<file path="src/rtl/seg7_scan_capture.sv">
// seg7_scan_capture
// Receive-side monitor for a multiplexed seven-segment bus. Each scan strobe
// samples one digit's cathode pattern, decodes it back to a hex nibble and
// records it in a shadow frame. A frame is published once every digit has
// been seen at least once since the previous frame.
module seg7_scan_capture #(
  parameter int N_DIG       = 8,
  parameter bit CAT_ACT_LOW = 1'b1,
  parameter bit AN_ACT_LOW  = 1'b1
) (
  input  logic                 CLK,
  input  logic                 RST,
  input  logic                 SAMPLE_CE,
  input  logic [6:0]           CAT,
  input  logic [N_DIG-1:0]     AN,
  output logic [4*N_DIG-1:0]   DIGITS,
  output logic [N_DIG-1:0]     DIG_BLANK,
  output logic                 FRAME_DONE,
  output logic [7:0]           FRAME_CNT,
  output logic                 CODE_ERR,
  output logic                 AN_ERR
);

  localparam logic [N_DIG-1:0] SEL_ONE = {{(N_DIG-1){1'b0}}, 1'b1};

  // Normalised, active-high views of the bus
  logic [6:0]       seg;
  logic [N_DIG-1:0] sel;

  // Decoder results for the current pattern
  logic [3:0] dec_nib;
  logic       dec_valid;
  logic       dec_blank;

  // Digit-select classification
  logic sel_onehot;
  logic sel_multi;

  // Per-digit capture strobe for this cycle (one-hot or zero)
  logic [N_DIG-1:0] hit;

  // Frame state
  logic [4*N_DIG-1:0] shadow_reg, shadow_next;
  logic [N_DIG-1:0]   blank_reg, blank_next;
  logic [N_DIG-1:0]   seen_reg, seen_next;
  logic               frame_complete;

  // Published outputs
  logic [4*N_DIG-1:0] digits_reg;
  logic [N_DIG-1:0]   dig_blank_reg;
  logic               frame_done_reg;
  logic [7:0]         frame_cnt_reg;
  logic               code_err_reg;
  logic               an_err_reg;

  assign seg = CAT_ACT_LOW ? ~CAT : CAT;
  assign sel = AN_ACT_LOW  ? ~AN  : AN;

  // Map the active-high segment pattern back to a nibble or blank
  always_comb begin
    dec_nib   = 4'h0;
    dec_valid = 1'b1;
    dec_blank = 1'b0;
    case (seg)
      7'h3F: dec_nib = 4'h0;
      7'h06: dec_nib = 4'h1;
      7'h5B: dec_nib = 4'h2;
      7'h4F: dec_nib = 4'h3;
      7'h66: dec_nib = 4'h4;
      7'h6D: dec_nib = 4'h5;
      7'h7D: dec_nib = 4'h6;
      7'h07: dec_nib = 4'h7;
      7'h7F: dec_nib = 4'h8;
      7'h6F: dec_nib = 4'h9;
      7'h77: dec_nib = 4'hA;
      7'h7C: dec_nib = 4'hB;
      7'h39: dec_nib = 4'hC;
      7'h5E: dec_nib = 4'hD;
      7'h79: dec_nib = 4'hE;
      7'h71: dec_nib = 4'hF;
      7'h00: begin
        dec_valid = 1'b0;
        dec_blank = 1'b1;
      end
      default: dec_valid = 1'b0;
    endcase
  end

  // A power-of-two test: exactly one bit set means a legal digit select
  assign sel_onehot = (sel != '0) && ((sel & (sel - SEL_ONE)) == '0);
  assign sel_multi  = (sel != '0) && !sel_onehot;

  // Only a legal select carrying a recognised pattern (or blank) is captured
  assign hit = (SAMPLE_CE && sel_onehot && (dec_valid || dec_blank)) ? sel : '0;

  // Per-digit next-state for the shadow frame
  generate
    for (genvar gi = 0; gi < N_DIG; gi++) begin : g_digit
      assign shadow_next[4*gi +: 4] = hit[gi] ? (dec_blank ? 4'h0 : dec_nib)
                                              : shadow_reg[4*gi +: 4];
      assign blank_next[gi]         = hit[gi] ? dec_blank : blank_reg[gi];
    end
  endgenerate

  // Completion includes the current sample's own contribution
  assign seen_next      = seen_reg | hit;
  assign frame_complete = &seen_next;

  // Shadow frame, seen mask and published frame
  always_ff @(posedge CLK) begin
    if (RST) begin
      shadow_reg     <= '0;
      blank_reg      <= '0;
      seen_reg       <= '0;
      digits_reg     <= '0;
      dig_blank_reg  <= '0;
      frame_done_reg <= 1'b0;
      frame_cnt_reg  <= 8'd0;
    end else begin
      shadow_reg     <= shadow_next;
      blank_reg      <= blank_next;
      frame_done_reg <= frame_complete;
      if (frame_complete) begin
        digits_reg    <= shadow_next;
        dig_blank_reg <= blank_next;
        frame_cnt_reg <= frame_cnt_reg + 8'd1;
        seen_reg      <= '0;
      end else begin
        seen_reg      <= seen_next;
      end
    end
  end

  // Sticky error flags, cleared only by reset
  always_ff @(posedge CLK) begin
    if (RST) begin
      code_err_reg <= 1'b0;
      an_err_reg   <= 1'b0;
    end else begin
      if (SAMPLE_CE && sel_multi)
        an_err_reg <= 1'b1;
      if (SAMPLE_CE && sel_onehot && !dec_valid && !dec_blank)
        code_err_reg <= 1'b1;
    end
  end

  assign DIGITS     = digits_reg;
  assign DIG_BLANK  = dig_blank_reg;
  assign FRAME_DONE = frame_done_reg;
  assign FRAME_CNT  = frame_cnt_reg;
  assign CODE_ERR   = code_err_reg;
  assign AN_ERR     = an_err_reg;

endmodule

</file>
<file path="config.mk">
export PLATFORM = sky130hd
export DESIGN_NAME = seg7_scan_capture
export DESIGN_NICKNAME = d
export VERILOG_FILES = /design/src/rtl/seg7_scan_capture.sv
export SDC_FILE = /design/constraint.sdc
export NUM_CORES = 1
export LEC_CHECK = 0
export BUFFER_PORTS_ARGS = -buffer_cell sky130_fd_sc_hd__buf_4
export CAP_MARGIN = 15
export CORE_MARGIN = 2
export CORE_UTILIZATION = 55
export DETAILED_ROUTE_END_ITERATION = 16
export GPL_TIMING_DRIVEN = 1
export MAX_ROUTING_LAYER = met4
export PLACE_DENSITY = 0.78
export SYNTH_ARGS = -nofsm -noshare
export SYNTH_HDL_FRONTEND = slang
export SYNTH_SLANG_ARGS = --single-unit
</file>
<file path="constraint.sdc">
create_clock -name CLK -period 3.6 [get_ports CLK]
set_input_delay 0.72 -clock CLK [delete_from_list [all_inputs] [get_ports CLK]]
set_output_delay 0.72 -clock CLK [all_outputs]
set_load 0.1 [all_outputs]
</file>
==> qor.yml, run 1 <==
status: "finished, final reports clean"
via_per_inst: 5.63
drt_iter0_markers: 176
path_cells: "buf_4 -> and3b_1 -> o311ai_2 -> nand3_2 -> buf_4 -> o31ai_2 -> a22oi_2 -> nand4_1 -> buf_4 -> mux2_1"
clock_skew_ps: 16.8
cpMostUsedCell: "buf_4"
crit_path_top_delay_cell: "o31ai_2"
gp_congestion: 0.883
cts_num_sinks: 99
crit_fanout: 16
maxCapViolCount: 0
final.setup.tns_ps: 0
die_w_um: 94.2
synth_fp_nets: 492
clk_pin_slew_ps: 100
power.density_nw_per_um2: 363
clockRootBuffer: "clkbuf_8"
synth_edf_count: 0
place_area_um2: 5030
peakVddDrop_mv: 0.326
max_stage_delay_ps: 360
die_area_um2: 8880
min_period_ps: 2990
critPathCaptureType: "flip-flop"
max_slew.worst_pin.slew_ps: 1010
avgSynthCellArea_um2: 9.47
num_antenna_cells: 0
cts_buffers: 9
synthCells: 473
synth_cell_type_count: 62
rsz0062_at_grt: "no"
fin_nets: 547
drt_wl_total_mm: 9.39
drv_slew: 0
area_growth_pct: 16.6
yosysSeqAreaShare_pct: 44.2
num_io_pins: 69
cp.required_ps: 3850
groute.usage.overall_pct: 23.0
grt_max_degree: 120
grt_pass1_wl_mm: 15.9
drt_first_pass_iters: 4
clockBufferDepth: 2
p_leak_uw: 0.00225
layout.cells.most_common_list: "dfxtp_1, buf_4, nor2_1, mux2i_1, nand2_1"
antenna_found_initial: 0
layout_commonest_cell: "dfxtp_1"
htree_levels: 3
grt_pass1_vias: 3374
place_ws_ps: 259
instances_no_fill: 635
rows: 32
netlist_area_um2: 4480
hpwl_mm: 6.26
crit_arrival_ps: 3240
num_vias: 3578
wl_per_cell_um: 14.8
cp-start-kind: "primary input"
finalSetupViolations: 0
max-slew-margin-rel_pct: 32.3
synthArstFlopShare_pct: 0
hp-class: "flip-flop to flip-flop"
whs_ps: 471
dpl.cell_count: 619
postCtsSetupBuffers: 0
io_buffer_count: 68
min_period_over_period_pct: 83.1
critical_path_class: "primary input to flip-flop"
fin_area_um2: 5220
nFillCells: 653
yosysWarningCount: 0
start_util_pct: 57.4
drive_above_1_share_pct: 21.6
drc: 0
fmax_mhz: 334
ys_seq_elements: 99
synth-main-ff-cell: "dfxtp_1"
core_um2: 7810
grt.overflow.total: 0
ant_nets: 0
cts-resized-gates: 0
hold_violations: 0
crit_family: "compound AO/OA/AOI/OAI gates"
dieHeight_um: 94.2
critPathBufInv: 3
clk_latency_ps: 370
setup_slack_ps: 610
cts_tree: "yes"
cts_hold_buf: 0
==> area by class of cell <==
class	count	area, um2	share of cell area [%]
Timing Repair Buffer	80	613	11.7
Clock buffer	9	124	2.37
Clock inverter	7	70.1	1.34
Multi-Input combinational cell	329	2270	43.5
Tap cell	102	128	2.44
Inverter	9	33.8	0.647
Sequential cell	99	1980	38.0
==> where the power goes <==
part | internal [uW] | switching, uW | leakage, uW | total (uW)
registers | 1100 | 0.622 | 0.000797 | 1100
clock network | 268 | 419 | 0.0000947 | 687
logic | 37.3 | 77.1 | 0.00136 | 114
total | 1400 | 497 | 0.00225 | 1900
==> kinds of logic after synthesis <==
| kind of cell | Yosys count | synth area share, % |
|---|---|---|
| flip-flops | 99 | 44.2 |
| AO/OA/AOI/OAI | 46 | 8.27 |
| adder cells (fa/ha/maj) | 2 | 0.503 |
| multiplexers | 58 | 13.5 |
| XOR/XNOR | 4 | 0.782 |
| buffers and inverters | 45 | 5.06 |
| AND/OR/NAND/NOR | 219 | 27.6 |
==> routing by layer <==
metal	share of wire, %	track usage, %	vias up	routed length [um]
met5	0	-	-	0
met4	1.5	6.16	0	143
met3	4.6	5.14	12	436
met2	46	36.2	90	4360
met1	47	30.0	1705	4450
li1	-	-	1771	-
==> through the flow <==
stage | total power (uW) | util, %
after CTS | 1910 | 66.9
after global routing | 1970 | 66.9
after global placement | 1230 | 64.4
after detailed placement | 1230 | 64.4
after floorplan | 1200 | -
final | 1900 | 66.9
==> tightest hold or removal path, cell delays in order, from the launching register on <==
cell,delay [ps]
dfxtp_1,310
nand2_1,40
a21oi_1,70
==> path summary, 6_finish.rpt <==
path | startpoint | to | slack (ps) | cells past startpoint
min reg2reg | shadow_reg[13]$_SDFF_PP0_ | shadow_reg[13]$_SDFF_PP0_ | 470 | 2
max reg2reg | seen_reg[6]$_SDFF_PP0_ | FRAME_CNT[5]$_SDFFE_PP0P_ | 1420 | 8
max | CAT[2] | DIG_BLANK[0]$_SDFFE_PP0P_ | 610 | 10
min | shadow_reg[13]$_SDFF_PP0_ | shadow_reg[13]$_SDFF_PP0_ | 470 | 2
==> synthesized netlist by cell type (10+ instances only) <==
master / instances / area, um2
nor3_1: 16 / 80.1
dfxtp_1: 99 / 1980
clkbuf_1: 17 / 63.8
nand3b_1: 22 / 165
nand2_1: 30 / 113
buf_2: 10 / 50.1
or3_1: 26 / 163
mux2i_1: 37 / 370
nor2_1: 61 / 229
nor2b_1: 20 / 125
mux2_1: 20 / 225
Power figures use the tool's default switching activity.
==> inputs of run 2 (changes only) <==
Settings changed: CORE_UTILIZATION 55 to 51, PLACE_DENSITY 0.78 to 0.76.
Clock period 3.6 ns to 2.6 ns, I/O delays scaled along.
==> qor.yml, run 2 (synthesized netlist as in run 1, its figures left out) <==
cts_tree: "yes"
area_growth_pct: 40.0
worst_r2r_startpoint: "seen_reg[6]$_SDFF_PP0_"
finalSetupViolations: 0
min_delay_worst_endpoint: "DIGITS[0]$_SDFFE_PP0P_"
p_leak_uw: 0.00277
peakVddDrop_mv: 0.356
whs_path_depth: 2
critical_path_class: "primary input to flip-flop"
cts_num_sinks: 99
max-slew-margin-rel_pct: 46.6
start_util_pct: 51.9
whs_ps: 475
ant_nets: 0
multi_input_area_um2: 2530
register_area_um2: 1980
worstReg2RegEnd: "FRAME_CNT[5]$_SDFFE_PP0P_"
num_vias: 3928
wl_per_cell_um: 15.7
drt_first_pass_iters: 5
io_buffer_count: 68
drv_slew: 0
rsz0062_at_grt: "yes"
drive_above_1_share_pct: 36.8
via_per_inst: 5.44
rows: 34
clk_latency_ps: 370
gp_congestion: 0.886
drc: 0
grt_max_degree: 92
antenna_found_initial: 0
hp-class: "flip-flop to flip-flop"
fmax_mhz: 385
hpwl_mm: 7.34
power.density_nw_per_um2: 452
min_period_over_period_pct: 99.9
rrSetupSlack_ps: 460
grt.overflow.total: 0
clockBufferDepth: 2
crit_arrival_ps: 2850
drt_wl_total_mm: 11.4
cts_hold_buf: 0
reg2reg_depth: 8
clockRootBuffer: "clkbuf_8"
drt_iter0_markers: 139
clk_pin_slew_ps: 110
final.setup.tns_ps: 0
dieHeight_um: 97.7
setup_slack_ps: 1.42
status: "finished, final reports clean"
htree_levels: 3
place_ws_ps: -434
min_period_ps: 2600
die_w_um: 97.7
cp-start-kind: "primary input"
grt_pass1_wl_mm: 17.4
max_slew.worst_pin.slew_ps: 802
cts_buffers: 9
num_io_pins: 69
nFillCells: 623
core_um2: 8640
maxCapViolCount: 0
critPathCaptureType: "flip-flop"
hp-start: "DIGITS[0]$_SDFFE_PP0P_"
layout.cells.most_common_list: "buf_4, dfxtp_1, nor2_1, mux2i_1, nand2_1"
groute.usage.overall_pct: 23.0
clock_skew_ps: 13.0
fin_nets: 628
crit_fanout: 6
cp.required_ps: 2850
num_antenna_cells: 0
die_area_um2: 9550
grt_pass1_vias: 3682
hold_violations: 0
layout_commonest_cell: "buf_4"
run 2: routing by layer:
| layer | track usage, % | vias to the layer above | share of wire (%) |
|---|---|---|---|
| li1 | - | 1940 | - |
| met1 | 28.5 | 1861 | 44 |
| met2 | 37.9 | 100 | 49 |
| met3 | 3.67 | 27 | 4.6 |
| met4 | 8.55 | 0 | 2.8 |
| met5 | - | - | 0 |
run 2: cell type report:
type                            count  area share [%]
Sequential cell                    99            31.6
Multi-Input combinational cell    330            40.4
Timing Repair Buffer              160            21.9
Inverter                            9           0.539
Clock inverter                      7            1.48
Tap cell                          108            2.16
Clock buffer                        9            1.98
run 2: stage by stage:
| stage | cell area (um2) | cells | power (uW) | util [%] |
|---|---|---|---|---|
| after floorplan | 4510 | 473 | 1660 | - |
| after global placement | 5600 | 693 | 1760 | 64.8 |
| after detailed placement | 5600 | 693 | 1770 | 64.8 |
| after CTS | 5840 | 709 | 2810 | 67.6 |
| after global routing | 6270 | 722 | 2930 | 72.6 |
| final | 6270 | 722 | 2830 | 72.6 |
run 2: where the power goes:
group	switching, uW	internal [uW]
registers	0.837	1520
clock network	586	470
logic	141	119
run 2: how the worst max path moves through the flow:
stage / depth (start not counted) / endpoint / slack [ps] / startpoint
after floorplan: 10 / DIGITS[10]$_SDFFE_PP0P_ / -180 / CAT[1]
after global placement: 11 / FRAME_CNT[5]$_SDFFE_PP0P_ / -490 / CAT[3]
after detailed placement: 11 / FRAME_CNT[5]$_SDFFE_PP0P_ / -430 / CAT[0]
after CTS: 11 / FRAME_CNT[5]$_SDFFE_PP0P_ / 9 / CAT[3]
after global routing: 12 / DIGITS[17]$_SDFFE_PP0P_ / -100 / CAT[1]
final: 12 / DIGITS[17]$_SDFFE_PP0P_ / 1 / CAT[1]
run 2: what timing repair did:
action / CTS / global route
gates cloned: 0 / 3
pin swaps: 1 / 25
gates resized for setup: 4 / 61
endpoints found under the setup margin: 4 / 49
setup buffers: 0 / 12
run 2: critical path: stages:
cell,delay [ps]
buf_12,110
and3b_2,220
o311ai_4,400
nand3_2,180
buf_4,180
buf_4,150
o311ai_4,340
buf_6,170
nor2_1,60
nor2_1,120
nor3_1,80
mux2_4,310
